<file path="config.mk">
export PLATFORM = sky130hd
export DESIGN_NAME = instr_fetch
export DESIGN_NICKNAME = d
export VERILOG_FILES = /design/src/rtl/instr_fetch.sv
export SDC_FILE = /design/constraint.sdc
export NUM_CORES = 1
export LEC_CHECK = 0
export ABC_CLOCK_PERIOD_IN_PS = 1950
export BUFFER_PORTS_ARGS = -buffer_cell sky130_fd_sc_hd__clkbuf_2
export CAP_MARGIN = 0
export CORE_MARGIN = 10
export CORE_UTILIZATION = 49
export DETAILED_ROUTE_END_ITERATION = 6
export PLACE_DENSITY = 0.82
export SYNTH_ARGS = -nofsm -noshare
export SYNTH_HDL_FRONTEND = slang
export SYNTH_SLANG_ARGS = --single-unit
</file>
<file path="constraint.sdc">
create_clock -name clka -period 1.95 [get_ports clka]
set_input_delay 0.195 -clock clka [delete_from_list [all_inputs] [get_ports clka]]
set_output_delay 0.195 -clock clka [all_outputs]
set_load 0.005 [all_outputs]
</file>
<file path="src/rtl/instr_fetch.sv">
// Instruction fetch stage in front of the InCache block RAM.
// Issues one word read per cycle. The RAM has one cycle of read latency.
// Fetched instructions go to decode through a valid/ready output register.
// A one-entry skid register catches a read that lands while decode is stalled.
module instr_fetch #(
  parameter int          ADDR_W   = 13,
  parameter int          DATA_W   = 32,
  parameter logic [31:0] RESET_PC = 32'h0000_0000
) (
  input  logic              clka,
  input  logic              rst,
  input  logic              fetch_en,
  input  logic              redirect,
  input  logic [31:0]       redirect_pc,
  input  logic              id_ready,
  output logic [ADDR_W-1:0] addra,
  output logic              wea,
  output logic [DATA_W-1:0] dina,
  input  logic [DATA_W-1:0] douta,
  output logic [DATA_W-1:0] instr,
  output logic [31:0]       instr_pc,
  output logic              instr_valid
);

  // Number of byte-address bits that the InCache covers.
  // The PC wraps inside this window.
  localparam int PW = ADDR_W + 2;

  logic [31:0]       r_pc;
  logic              r_inflight;
  logic [31:0]       r_inflight_pc;
  logic [DATA_W-1:0] r_instr;
  logic [31:0]       r_instr_pc;
  logic              r_instr_valid;
  logic [DATA_W-1:0] r_skid_instr;
  logic [31:0]       r_skid_pc;
  logic              r_skid_valid;

  logic              w_issue;
  logic              w_consume;
  logic [31:0]       w_pc_inc;

  // Do not issue when a read would have nowhere to land.
  // That is the case when the skid is full, or when the output is stalled
  // with a read already in flight (that read will take the skid).
  assign w_issue   = fetch_en & ~redirect & ~r_skid_valid &
                     ~(r_instr_valid & ~id_ready & r_inflight);
  assign w_consume = r_instr_valid & id_ready;

  // Increment only the cache-addressable bits, so the PC wraps inside the window.
  // The upper bits keep whatever region the last reset or redirect chose.
  assign w_pc_inc  = {r_pc[31:PW], r_pc[PW-1:0] + PW'(4)};

  assign addra       = r_pc[PW-1:2];
  assign wea         = 1'b0;
  assign dina        = '0;
  assign instr       = r_instr;
  assign instr_pc    = r_instr_pc;
  assign instr_valid = r_instr_valid;

  // PC and in-flight tracking. A redirect flushes the read issued last cycle.
  always_ff @(posedge clka) begin
    if (rst) begin
      r_pc          <= RESET_PC & ~32'h3;
      r_inflight    <= 1'b0;
      r_inflight_pc <= '0;
    end else if (redirect) begin
      r_pc          <= redirect_pc & ~32'h3;
      r_inflight    <= 1'b0;
    end else begin
      r_inflight <= w_issue;
      if (w_issue) begin
        r_inflight_pc <= r_pc;
        r_pc          <= w_pc_inc;
      end
    end
  end

  // Output register and skid.
  // The skid drains first so that delivery stays in PC order.
  always_ff @(posedge clka) begin
    if (rst) begin
      r_instr       <= '0;
      r_instr_pc    <= '0;
      r_instr_valid <= 1'b0;
      r_skid_instr  <= '0;
      r_skid_pc     <= '0;
      r_skid_valid  <= 1'b0;
    end else if (redirect) begin
      r_instr_valid <= 1'b0;
      r_skid_valid  <= 1'b0;
    end else if (!r_instr_valid || w_consume) begin
      if (r_skid_valid) begin
        r_instr       <= r_skid_instr;
        r_instr_pc    <= r_skid_pc;
        r_instr_valid <= 1'b1;
        r_skid_valid  <= r_inflight;
        if (r_inflight) begin
          r_skid_instr <= douta;
          r_skid_pc    <= r_inflight_pc;
        end
      end else if (r_inflight) begin
        r_instr       <= douta;
        r_instr_pc    <= r_inflight_pc;
        r_instr_valid <= 1'b1;
      end else begin
        r_instr_valid <= 1'b0;
      end
    end else if (r_inflight) begin
      r_skid_instr <= douta;
      r_skid_pc    <= r_inflight_pc;
      r_skid_valid <= 1'b1;
    end
  end

endmodule

</file>
* Yosys cells after proc, flatten, opt, wreduce, memory -nomap -nowiden *
Cells that the tools add are included.

word-level totals
  bits in writable memories = 0
  memories kept = 0
  output and inout bits = 111
  register bits = 195
  latch bits = 0
  bits in read-only memories = 0

cells by class
  bitwise operators = 10
  add/sub/neg operators = 1
  eq/ne operators = 1
  shifts and indexed selects = 0
  order comparisons = 0
  reductions and logical operators = 9
  divide/modulo/power cells = 0
  multiplexer cells = 17
  multiply operators = 0

operators with widths
  cell                                                              number
  32-bit two-way mux                                                11
  15-bit by 3-bit adder with 15-bit output (second input constant)  1
  15-bit two-way mux                                                1
  1-bit bitwise AND                                                 6
  2-bit nonzero test                                                3
  1-bit two-way mux                                                 5
  1-bit inverter                                                    4
  2-bit AND reduction                                               2
  3-bit AND reduction                                               1
  2-bit != test (second input constant)                             1
  2-bit OR reduction                                                1
  1-bit logical NOT                                                 1
  1-bit logical OR                                                  1

* Longest topological paths before layout *
Gate-level depths: netlist of run 1.

  word-level depth = 7
  depth in mapped cells = 6
  mapped depth without buffers = 5

* Worst setup path after synthesis of run 1 *
OpenSTA, ideal clock, no wires.

  path kind = register -> register
  start point = reg r_pc[2]
  end point = reg r_pc[14]
  clock period less this slack = 1492 ps
  arrival = 1371 ps
  buffers on the path = 0
  library setup time = 122 ps
  path slack = 458 ps
  cell stages (with the launch flop) = 6
  path through = dfxtp_1 ha_1 and4b_1 and2_4 and4_1 o311a_1

between the ends
  cells in the longest elaborated chain, start to end = 3

RTL lines
  element                                   line  source
  from (decl)                               29    logic [31:0] r_pc;
  from (signal assigned)                    64    r_pc <= RESET_PC & ~32'h3;
  from (signal assigned)                    68    r_pc <= redirect_pc & ~32'h3;
  from (signal assigned)                    74    r_pc <= w_pc_inc;
  15-bit by 3-bit adder with 15-bit output  52    assign w_pc_inc = {r_pc[31:PW], r_pc[PW-1:0] + PW'(4)};
  15-bit two-way mux                        72    if (w_issue) begin
  32-bit two-way mux                        67    end else if (redirect) begin

Every way passes these cells. The select of a mux whose other input is x is not followed.
A chain may end at the register's enable or synchronous reset.

* Worst setup path after layout of run 1 *
  start point = reg r_skid_valid
  end point = reg r_skid_pc[5]

between the ends
  cells in the longest elaborated chain, start to end = 2

RTL lines
  element                               line  source
  from (decl)                           37    logic r_skid_valid;
  from (signal assigned)                97    r_skid_valid <= r_inflight;
  2-bit != test (no source line)        --
  2-bit AND reduction (no source line)  --
  to (signal assigned)                  100   r_skid_pc <= r_inflight_pc;
  to (signal assigned)                  111   r_skid_pc <= r_inflight_pc;
  to (decl)                             36    logic [31:0] r_skid_pc;

Every way passes these cells.

==> results of run 1 <==
## critical path, stage by stage, from the launching register on
cell	delay (ps)
dfxtp_4	440
buf_4	360
o21a_2	240
buf_12	250
nand2_1	90
a21oi_1	140
## power by group
group,switching [mW],internal [mW],leakage (nW)
clock,1.49,2.14,0.299
combinational,0.327,0.288,1.75
sequential,0.0822,3.92,1.52
total,1.89,6.35,3.57
## final cells by class
cell class,count,area share (%)
clock inverter,11,1.64
clock buffer,21,4.98
timing repair buffer,191,13.2
inverter,5,0.199
sequential,187,39.6
antenna,1,0.0265
tap,216,2.86
multi-input combinational,585,37.4
## layout by cell type (no fill, tap or decap), types with 4 or more instances in the layout
cell type and n:
clkbuf_2 141, nand3_1 7, a211oi_2 10, buf_12 7, conb_1 35, dlygate4sd3_1 31, buf_4 11, clkbuf_16 17
a211oi_1 60, inv_1 5, mux2i_1 110, nand2_1 130, xor2_1 4, nor2_1 121, dfxtp_1 186, a21oi_1 64
xnor2_1 4
## logic make-up after synthesis
logic type | count (synthesis) | share of synthesized area (%)
fa+ha+maj | 1 | 0.160
other cells | 1 | 0.0478
xor+xnor | 8 | 0.893
mux | 110 | 14.0
simple gates | 286 | 15.6
buf+inv | 117 | 8.94
compound gates | 145 | 12.6
flops | 187 | 47.7
## registers in the layout, summed over array words and instances (netlist names)
name,cells
instr,32
r_skid_instr,32
instr_pc,30
r_inflight_pc,30
r_pc,30
r_skid_pc,30
instr_valid,1
r_inflight,1
r_skid_valid,1
## worst max path at each step
| stage | slack (ps) | end | from | depth (start not counted) |
|---|---|---|---|---|
| after floorplan | 460 | r_pc[14]$_SDFFE_PP0P_ | r_pc[2]$_SDFFE_PP0P_ | 5 |
| after global placement | 360 | r_skid_instr[6]$_SDFFE_PP0P_ | r_skid_valid$_SDFFE_PP0P_ | 5 |
| after detailed placement | 310 | r_skid_pc[9]$_SDFFE_PP0P_ | r_skid_valid$_SDFFE_PP0P_ | 5 |
| after CTS | 290 | r_skid_pc[9]$_SDFFE_PP0P_ | r_skid_valid$_SDFFE_PP0P_ | 5 |
| after global routing | 200 | r_skid_instr[6]$_SDFFE_PP0P_ | r_skid_valid$_SDFFE_PP0P_ | 5 |
| final | 310 | r_skid_pc[5]$_SDFFE_PP0P_ | r_skid_valid$_SDFFE_PP0P_ | 5 |
## what timing repair did
item	4_1_cts	5_1_grt
setup endpoints to repair	0	0
hold buffers	31	0
endpoints found under the hold margin	31	0
## synth_stat cells, types with 2 or more instances
| library cell | n | area (sq um) |
|---|---|---|
| nor2_1 | 121 | 454 |
| nor2b_1 | 3 | 18.8 |
| nor4_2 | 2 | 25.0 |
| nand2b_1 | 2 | 12.5 |
| a211oi_1 | 60 | 450 |
| nor3_1 | 3 | 15.0 |
| clkbuf_1 | 26 | 97.6 |
| xor2_1 | 4 | 35.0 |
| xnor2_1 | 4 | 35.0 |
| nand2_1 | 130 | 488 |
| a311oi_1 | 2 | 17.5 |
| a21oi_1 | 64 | 320 |
| a211oi_2 | 10 | 125 |
| buf_2 | 26 | 130 |
| nor3_2 | 3 | 30.0 |
| dfxtp_1 | 187 | 3740 |
| inv_1 | 5 | 18.8 |
| mux2i_1 | 110 | 1100 |
| buf_4 | 59 | 443 |
| nand3_1 | 7 | 35.0 |
## stage by stage
stage	power (mW)	area, sq um	hold WS (ps)
4_1_cts	8.32	9450	0.844
6_report	8.25	9450	20.0
5_1_grt	8.58	9450	7.65
2_1_floorplan	4.49	7970	331
3_5_place_dp	4.65	8520	440
3_3_place_gp	4.64	8520	429
## routing by layer
layer / part of all wire (%) / wire [um]
met5: 0 / 0
met4: 0.98 / 182
met3: 5.5 / 1020
met2: 52 / 9550
met1: 42 / 7780
==> run_results.csv, run 1 <==
group,metric,value,unit
routing,post-route-drc-count,0,
grt,grt_pass1_wl,30.8,mm
grt,grtUsageMet1,19.4,%
setup_path,critPathKind,"flop to flop",
placed_design,dpl.hpwl,12.1,mm
grt,grt_util_met3,5.69,%
layout,multiInputGateArea,3540,sq um
hold_path,hold_class,"primary input to flop",
grt,antenna_found_initial,1,
job,cap_violations,0,
pwr,power.density,872,nW/um^2
setup_path,r2r_cells,5,
routing,drt-pass1-iter-count,6,
die,start_util,49.7,%
setup_path,regToRegEndpoint,"r_skid_pc[5]$_SDFFE_PP0P_",
layout,final_core_util,59.9,%
die,die_h,147,um
synth,syn_avg_cell_area,9.17,sq um
hold_path,holdPathStages,3,
sta,skew,11.7,ps
layout,final_cells,1217,
grt,grt.met2_usage,30.2,%
grt,grt.busiest_layer,"met2",
setup_path,cp-end-kind,"flop",
layout,drive_gt1_share,21.6,%
pwr,power_leakage,3.57,nW
setup_path,crit_required,2300,ps
setup_path,cp_data_arrival_time,1990,ps
sta,period_share,84.0,%
die,die_w,147,um
sta,setup_viol,0,
sta,maxSlewViolCount,0,
sta,timing.fmax,610,MHz
routing,via_per_inst,5.04,
sta,fin_setup_tns,0,ps
placed_design,dp_slack,307,ps
clock_network,ctsLongestPathBuffers,2,
layout,nets,1057,
clock_network,cts_root_buf,"clkbuf_16",
clock_network,clkTransAtPathRegs,70,ps
synth,synth-async-reset-ratio,0,%
routing,num_vias,6139,
die,die_area,21500,sq um
sta,layout_setup_ws,312,ps
synth,yosysUniqueCellTypes,47,
sta,finalCriticalPeriod,1640,ps
die,io_pins,180,
synth,yosys_most_used_dff,"dfxtp_1",
hold_path,hold_start,"redirect_pc[22]",
outcome,outcome,"finished, final reports clean",
pwr,ir_drop,0.649,mV
routing,ant_nets,0,
clock_network,clk_latency,420,ps
synth,ys_ff_latch,187,
setup_path,r2r-start,"r_skid_valid$_SDFFE_PP0P_",
clock_network,cts_tree,"done",
synth,syn_inst,855,
sta,hold_violations,0,
synth,seq_area_frac_synth,47.7,%
grt,grt_overflow_total,0,
placed_design,gp_congestion,0.754,
clock_network,cts.sinks,187,
die,core_area,15800,sq um
setup_path,startpoint_type,"flop",
hold_path,hold_end,"r_pc[22]$_SDFFE_PP0P_",
setup_path,reg2reg_slack,310,ps
sta,rsz0062_at_grt,"no",
placed_design,port_buffers,142,
clock_network,cts_made_buffers,17,
layout,nFillCells,1341,
clock_network,cts_setup_buffers,0,
die,placementRows,46,
grt,grt_max_degree,76,
routing,wl,18.5,mm
clock_network,htree_levels,4,
synth,syn_area,7840,sq um
routing,wire_per_inst,15.2,um
layout,register_area,3750,sq um
routing,drt_iter0_markers,299,
layout,area_delta_synth_final,20.6,%
synth,synth-edff-count,0,
grt,grt_pass1_vias,6134,
grt,grt_usage,17.2,%
clock_network,cts.repair.resized,0,
synth,yosys_warnings,0,
setup_path,crit_fanout,52,
placed_design,dp_cells,1153,
Power figures use the tool's default switching activity.
==> run 2, diff against run 1 <==
--- a/config.mk
+++ b/config.mk
@@ -5,13 +5,14 @@
 export SDC_FILE = /design/constraint.sdc
 export NUM_CORES = 1
 export LEC_CHECK = 0
-export ABC_CLOCK_PERIOD_IN_PS = 1950
+export ABC_AREA = 1
+export ABC_CLOCK_PERIOD_IN_PS = 1600
 export BUFFER_PORTS_ARGS = -buffer_cell sky130_fd_sc_hd__clkbuf_2
 export CAP_MARGIN = 0
 export CORE_MARGIN = 10
 export CORE_UTILIZATION = 49
 export DETAILED_ROUTE_END_ITERATION = 6
-export PLACE_DENSITY = 0.82
+export PLACE_DENSITY = 0.81
 export SYNTH_ARGS = -nofsm -noshare
 export SYNTH_HDL_FRONTEND = slang
 export SYNTH_SLANG_ARGS = --single-unit
==> constraint.sdc (replaced) <==
create_clock -name clka -period 1.6 [get_ports clka]
set_input_delay 0.16 -clock clka [delete_from_list [all_inputs] [get_ports clka]]
set_output_delay 0.16 -clock clka [all_outputs]
set_load 0.005 [all_outputs]
==> run_results.csv, run 2 <==
group,metric,value,unit
grt,grt_overflow_total,0,
grt,grt_pass1_vias,6961,
setup_path,crit_fanout,48,
layout,final_cells,1501,
clock_network,cts_root_buf,"clkbuf_16",
clock_network,cts_made_buffers,17,
synth,synth_top_family_by_area,"simple AND/OR/NAND/NOR gates",
routing,wl,20.4,mm
sta,fin_setup_tns,0,ps
synth,ys_ff_latch,187,
sta,hold_violations,0,
sta,maxSlewViolCount,0,
pwr,ir_drop,0.749,mV
layout,multiInputGateArea,3290,sq um
clock_network,ctsLongestPathBuffers,2,
die,die_area,22000,sq um
routing,via_per_inst,4.82,
die,die_w,148,um
synth,yosysTopAreaCell,"dfxtp_1",
synth,syn_inst,1133,
pwr,power,10.0,mW
pwr,power_leakage,4.28,nW
pwr,power.density,1030,nW/um^2
synth,synth_xor_area_share,0.325,%
layout,final_cell_mix,"nand2_1, dfxtp_1, o21ai_0, nor2_1, clkbuf_2",
synth,synth-async-reset-ratio,0,%
placed_design,dp_cells,1430,
setup_path,critPathKind,"flop to flop",
synth,syn_area,8090,sq um
grt,antenna_found_initial,0,
synth,syn_avg_cell_area,7.14,sq um
routing,drt-pass1-iter-count,5,
routing,wire_per_inst,13.6,um
setup_path,cp_data_arrival_time,1750,ps
layout,register_area,3740,sq um
placed_design,post_dp_cell_area,8730,sq um
routing,drt_iter0_markers,478,
grt,grt_pass1_wl,33.4,mm
sta,layout_setup_ws,160,ps
hold_path,hold_class,"primary input to flop",
layout,num_antenna_cells,0,
layout,nets,1343,
synth,synth_simple_gate_area_share,20.2,%
synth,seq_area_frac_synth,46.3,%
die,io_pins,180,
synth,synthAdderAreaFrac,0.155,%
routing,post-route-drc-count,0,
synth,synth.area.mux_share,0,%
die,core_area,16100,sq um
synth,synth-edff-count,0,
sta,holdWs,16.4,ps
placed_design,port_buffers,142,
grt,grt_usage,18.3,%
sta,finalCriticalPeriod,1440,ps
outcome,outcome,"finished, final reports clean",
clock_network,htree_levels,4,
synth,synthTopCellsByCount,"nand2_1, dfxtp_1, o21ai_0, nor2_1, inv_1",
die,placementRows,46,
setup_path,crit_required,1910,ps
synth,yosysUniqueCellTypes,30,
sta,setup_viol,0,
clock_network,clk_latency,430,ps
layout,area_delta_synth_final,20.2,%
synth,synth_compound_area_share,18.3,%
synth,yosysMostFrequentCell,"nand2_1",
routing,ant_nets,0,
die,die_h,148,um
clock_network,cts_setup_buffers,0,
clock_network,clkTransAtPathRegs,70,ps
layout,final_core_util,60.5,%
grt,grt_max_degree,91,
synth,yosys_most_used_dff,"dfxtp_1",
layout,drive_gt1_share,16.3,%
die,start_util,50.4,%
routing,num_vias,7241,
sta,period_share,90.0,%
synth,yosysTopAreaCellShare,46.3,%
setup_path,cp-end-kind,"flop",
placed_design,dpl.hpwl,13.4,mm
setup_path,startpoint_type,"flop",
sta,rsz0062_at_grt,"no",
sta,skew,9.46,ps
sta,timing.fmax,694,MHz
layout,design_area,9720,sq um
synth,synth_area_leaders,"dfxtp_1, o21ai_0, nand2_1",
layout,final_common_cell,"nand2_1",
layout,nFillCells,1463,
clock_network,cts.sinks,187,
placed_design,gp_congestion,0.772,
job,cap_violations,0,
synth,yosys_warnings,0,
clock_network,cts_tree,"done",
clock_network,cts.repair.resized,0,
placed_design,dp_slack,108,ps
[run 2: changes by cell type in the layout (fill, tap and decap cells not counted), sizes merged, moves of 4 or more]
cell,previous run,this run
nor3,7,2
nand3,7,29
a211oi,70,0
nand2,130,207
dlygate4sd3,31,40
nor2,122,174
clkinv,1,5
mux2i,110,0
buf,19,25
inv,9,115
o21ai,2,200
a21oi,64,92
[run 2: per-layer routing]
layer | vias up | part of all wire, % | GRT usage [%] | wire, um
met2 | 182 | 50 | 32.3 | 10200
met5 | - | 0 | 0 | 0
met1 | 3247 | 43 | 21.0 | 8750
met4 | 0 | 1.6 | 6.54 | 316
met3 | 22 | 5.6 | 4.43 | 1140
li1 | 3790 | - | - | -
[run 2: worst paths after layout]
check	start	end	cells after the start	slack, ps
worst max register to register	r_skid_valid$_SDFFE_PP0P_	instr_pc[6]$_SDFFE_PP0P_	4	160
worst min-delay path	douta[25]	r_skid_instr[25]$_SDFFE_PP0P_	3	20
worst max-delay path	r_skid_valid$_SDFFE_PP0P_	instr_pc[6]$_SDFFE_PP0P_	4	160
worst min register to register	instr_pc[11]$_SDFFE_PP0P_	instr_pc[11]$_SDFFE_PP0P_	2	440
[run 2: logic make-up (layout without fill, tap and decap cells)]
group,after synthesis,after routing
AND/OR/NAND/NOR,416,416
AO/OA/AOI/OAI,294,294
buffers and inverters,231,349
flip-flops,187,187
XOR/XNOR,3,3
adder cells (fa/ha/maj),1,1
other,1,35
[run 2: layout make-up]
type                            count  area share [%]
Sequential cell                   187            38.5
Multi-Input combinational cell    749            33.8
Timing Repair Buffer              207            14.4
Clock buffer                       19            4.66
Inverter                          111            4.36
Tap cell                          216            2.78
Clock inverter                     12            1.43
[run 2: critical path: stages (launching register included)]
cell and delay, ps:
dfxtp_2 390, buf_4 410, o21ai_0 150, o21ai_0 290, a21oi_1 70
[run 2: power by group]
group	switching, mW	internal, mW	total [mW]
sequential	0.104	4.81	4.92
clock	1.84	2.40	4.24
combinational	0.482	0.372	0.853
[run 2: repair_timing]
action	in CTS	in global routing
hold buffers	40	0
setup endpoints to repair	0	0
endpoints found under the hold margin	41	0
==> run 3, diff against run 2 <==
--- a/config.mk
+++ b/config.mk
@@ -6,13 +6,13 @@
 export NUM_CORES = 1
 export LEC_CHECK = 0
 export ABC_AREA = 1
-export ABC_CLOCK_PERIOD_IN_PS = 1600
+export ABC_CLOCK_PERIOD_IN_PS = 1300
 export BUFFER_PORTS_ARGS = -buffer_cell sky130_fd_sc_hd__clkbuf_2
 export CAP_MARGIN = 0
 export CORE_MARGIN = 10
 export CORE_UTILIZATION = 49
 export DETAILED_ROUTE_END_ITERATION = 6
-export PLACE_DENSITY = 0.81
+export PLACE_DENSITY = 0.84
 export SYNTH_ARGS = -nofsm -noshare
 export SYNTH_HDL_FRONTEND = slang
 export SYNTH_SLANG_ARGS = --single-unit
==> constraint.sdc (replaced) <==
create_clock -name clka -period 1.3 [get_ports clka]
set_input_delay 0.13 -clock clka [delete_from_list [all_inputs] [get_ports clka]]
set_output_delay 0.13 -clock clka [all_outputs]
set_load 0.005 [all_outputs]
==> run_results.csv, run 3 (same netlist as run 2, synthesis figures left out) <==
group,metric,value,unit
outcome,outcome,"finished with violations",
outcome,violations,"DRC, setup timing",
layout,num_antenna_cells,0,
grt,grt_pass1_wl,35.2,mm
grt,antenna_found_initial,0,
routing,drt_iter0_markers,613,
sta,layout_setup_ws,-45.0,ps
sta,timing.fmax,743,MHz
sta,holdWs,1.14,ps
grt,grt_pass1_vias,7335,
sta,maxSlewViolCount,0,
layout,drive_gt1_share,22.0,%
pwr,power_leakage,4.67,nW
routing,drt-pass1-iter-count,7,
sta,rsz0062_at_grt,"yes",
sta,period_share,103,%
routing,met3_length,1.44,mm
layout,final_cell_mix,"nand2_1, dfxtp_1, nor2_1, clkbuf_2, inv_1",
pwr,seqPwrFrac,48.3,%
routing,drt-met1-wl,9.56,mm
placed_design,dpl.hpwl,14.0,mm
hold_path,hold_class,"primary input to flop",
layout,final_common_cell,"nand2_1",
layout,area_delta_synth_final,30.8,%
routing,wl_met2,11.3,mm
setup_path,critPathKind,"flop to flop",
clock_network,clk_latency,440,ps
placed_design,gp_congestion,0.862,
grt,grt_max_degree,53,
pwr,p_int,9.41,mW
sta,hold_violations,0,
sta,finalCriticalPeriod,1350,ps
clock_network,htree_levels,4,
routing,top_layer,"met4",
layout,nets,1391,
die,die_w,148,um
clock_network,cts_made_buffers,17,
routing,via_per_inst,5.03,
layout,register_area,3750,sq um
layout,nFillCells,1318,
setup_path,cp_data_arrival_time,1660,ps
die,io_pins,180,
clock_network,cts_root_buf,"clkbuf_16",
placed_design,port_buffers,142,
clock_network,ctsLongestPathBuffers,2,
clock_network,cts_tree,"done",
routing,num_vias,7804,
die,core_area,16100,sq um
die,start_util,50.4,%
sta,fin_setup_tns,-59.5,ps
pwr,p_sw_share,24.9,%
setup_path,crit_required,1620,ps
routing,post-route-drc-count,13,
sta,skew,12.4,ps
die,die_h,148,um
sta,setup_viol,2,
die,die_area,22000,sq um
clock_network,cts.sinks,187,
grt,grt_overflow_total,0,
layout,multiInputGateArea,3460,sq um
layout,final_core_util,65.9,%
job,cap_violations,0,
pwr,clkPwrFrac,41.6,%
pwr,power_frac_comb,10.1,%
die,placementRows,46,
clock_network,clkTransAtPathRegs,70,ps
setup_path,startpoint_type,"flop",
setup_path,cp-end-kind,"flop",
routing,ant_nets,0,
pwr,power.density,1180,nW/um^2
setup_path,crit_fanout,7,
grt,grt_usage,19.2,%
pwr,ir_drop,0.996,mV
pwr,p_sw,3.12,mW
routing,wl,23.2,mm
routing,wire_per_inst,15.0,um
run 3: area by class of cell:
class | instances | area share (%)
sequential | 187 | 35.5
timing repair buffer | 254 | 19.7
multi-input combinational | 750 | 32.7
inverter | 111 | 4.06
clock buffer | 19 | 4.19
clock inverter | 13 | 1.36
tap | 216 | 2.56
run 3: worst max-delay path: stages, from the launching register on:
cell and delay [ps]:
dfxtp_4 360, buf_12 130, nand2_1 80, nand2_2 80, nand2_4 120, inv_8 60, buf_4 160, nor2_1 150
nor2_1 90
run 3: worst paths after layout:
| kind | endpoint | slack [ps] | from | depth (start not counted) |
|---|---|---|---|---|
| setup / recovery | r_skid_instr[8]$_SDFFE_PP0P_ | -50 | r_skid_valid$_SDFFE_PP0P_ | 8 |
| hold / removal | r_skid_instr[22]$_SDFFE_PP0P_ | 1 | douta[22] | 3 |
| setup reg to reg | r_skid_instr[8]$_SDFFE_PP0P_ | -50 | r_skid_valid$_SDFFE_PP0P_ | 8 |
| hold reg to reg | instr_pc[18]$_SDFFE_PP0P_ | 440 | instr_pc[18]$_SDFFE_PP0P_ | 2 |
run 3: metrics by stage:
stage	cell area, sq um	setup slack [ps]	cells	power (mW)
after floorplan	8220	106	1167	6.84
after global placement	9000	4.51	1451	7.16
after detailed placement	9000	-29.0	1451	7.19
after CTS	10200	-2.18	1539	12.4
after global routing	10600	-79.7	1550	13.0
final	10600	-45.0	1550	12.5
run 3: repair_timing:
item / in CTS / in global routing
buffers inserted: 1 / 2
gates resized for setup: 10 / 141
hold endpoints to repair: 55 / 1
hold buffers: 55 / 1
pin swaps: 1 / 2
cloned: 0 / 8
setup endpoints to repair: 14 / 146
run 3: per-layer routing:
layer	global-route usage, %	vias to the layer above
li1	-	3892
met1	22.2	3546
met2	32.4	294
met3	4.13	72
met4	10.7	0
met5	0	-
run 3: power groups by stage:
stage	Sequential (mW)	Clock, mW	Combinational [mW]
after floorplan	6.16	0	0.686
after global placement	6.16	0	1.00
after detailed placement	6.17	0	1.02
after CTS	6.04	5.24	1.17
after global routing	6.07	5.49	1.42
final	6.05	5.21	1.27
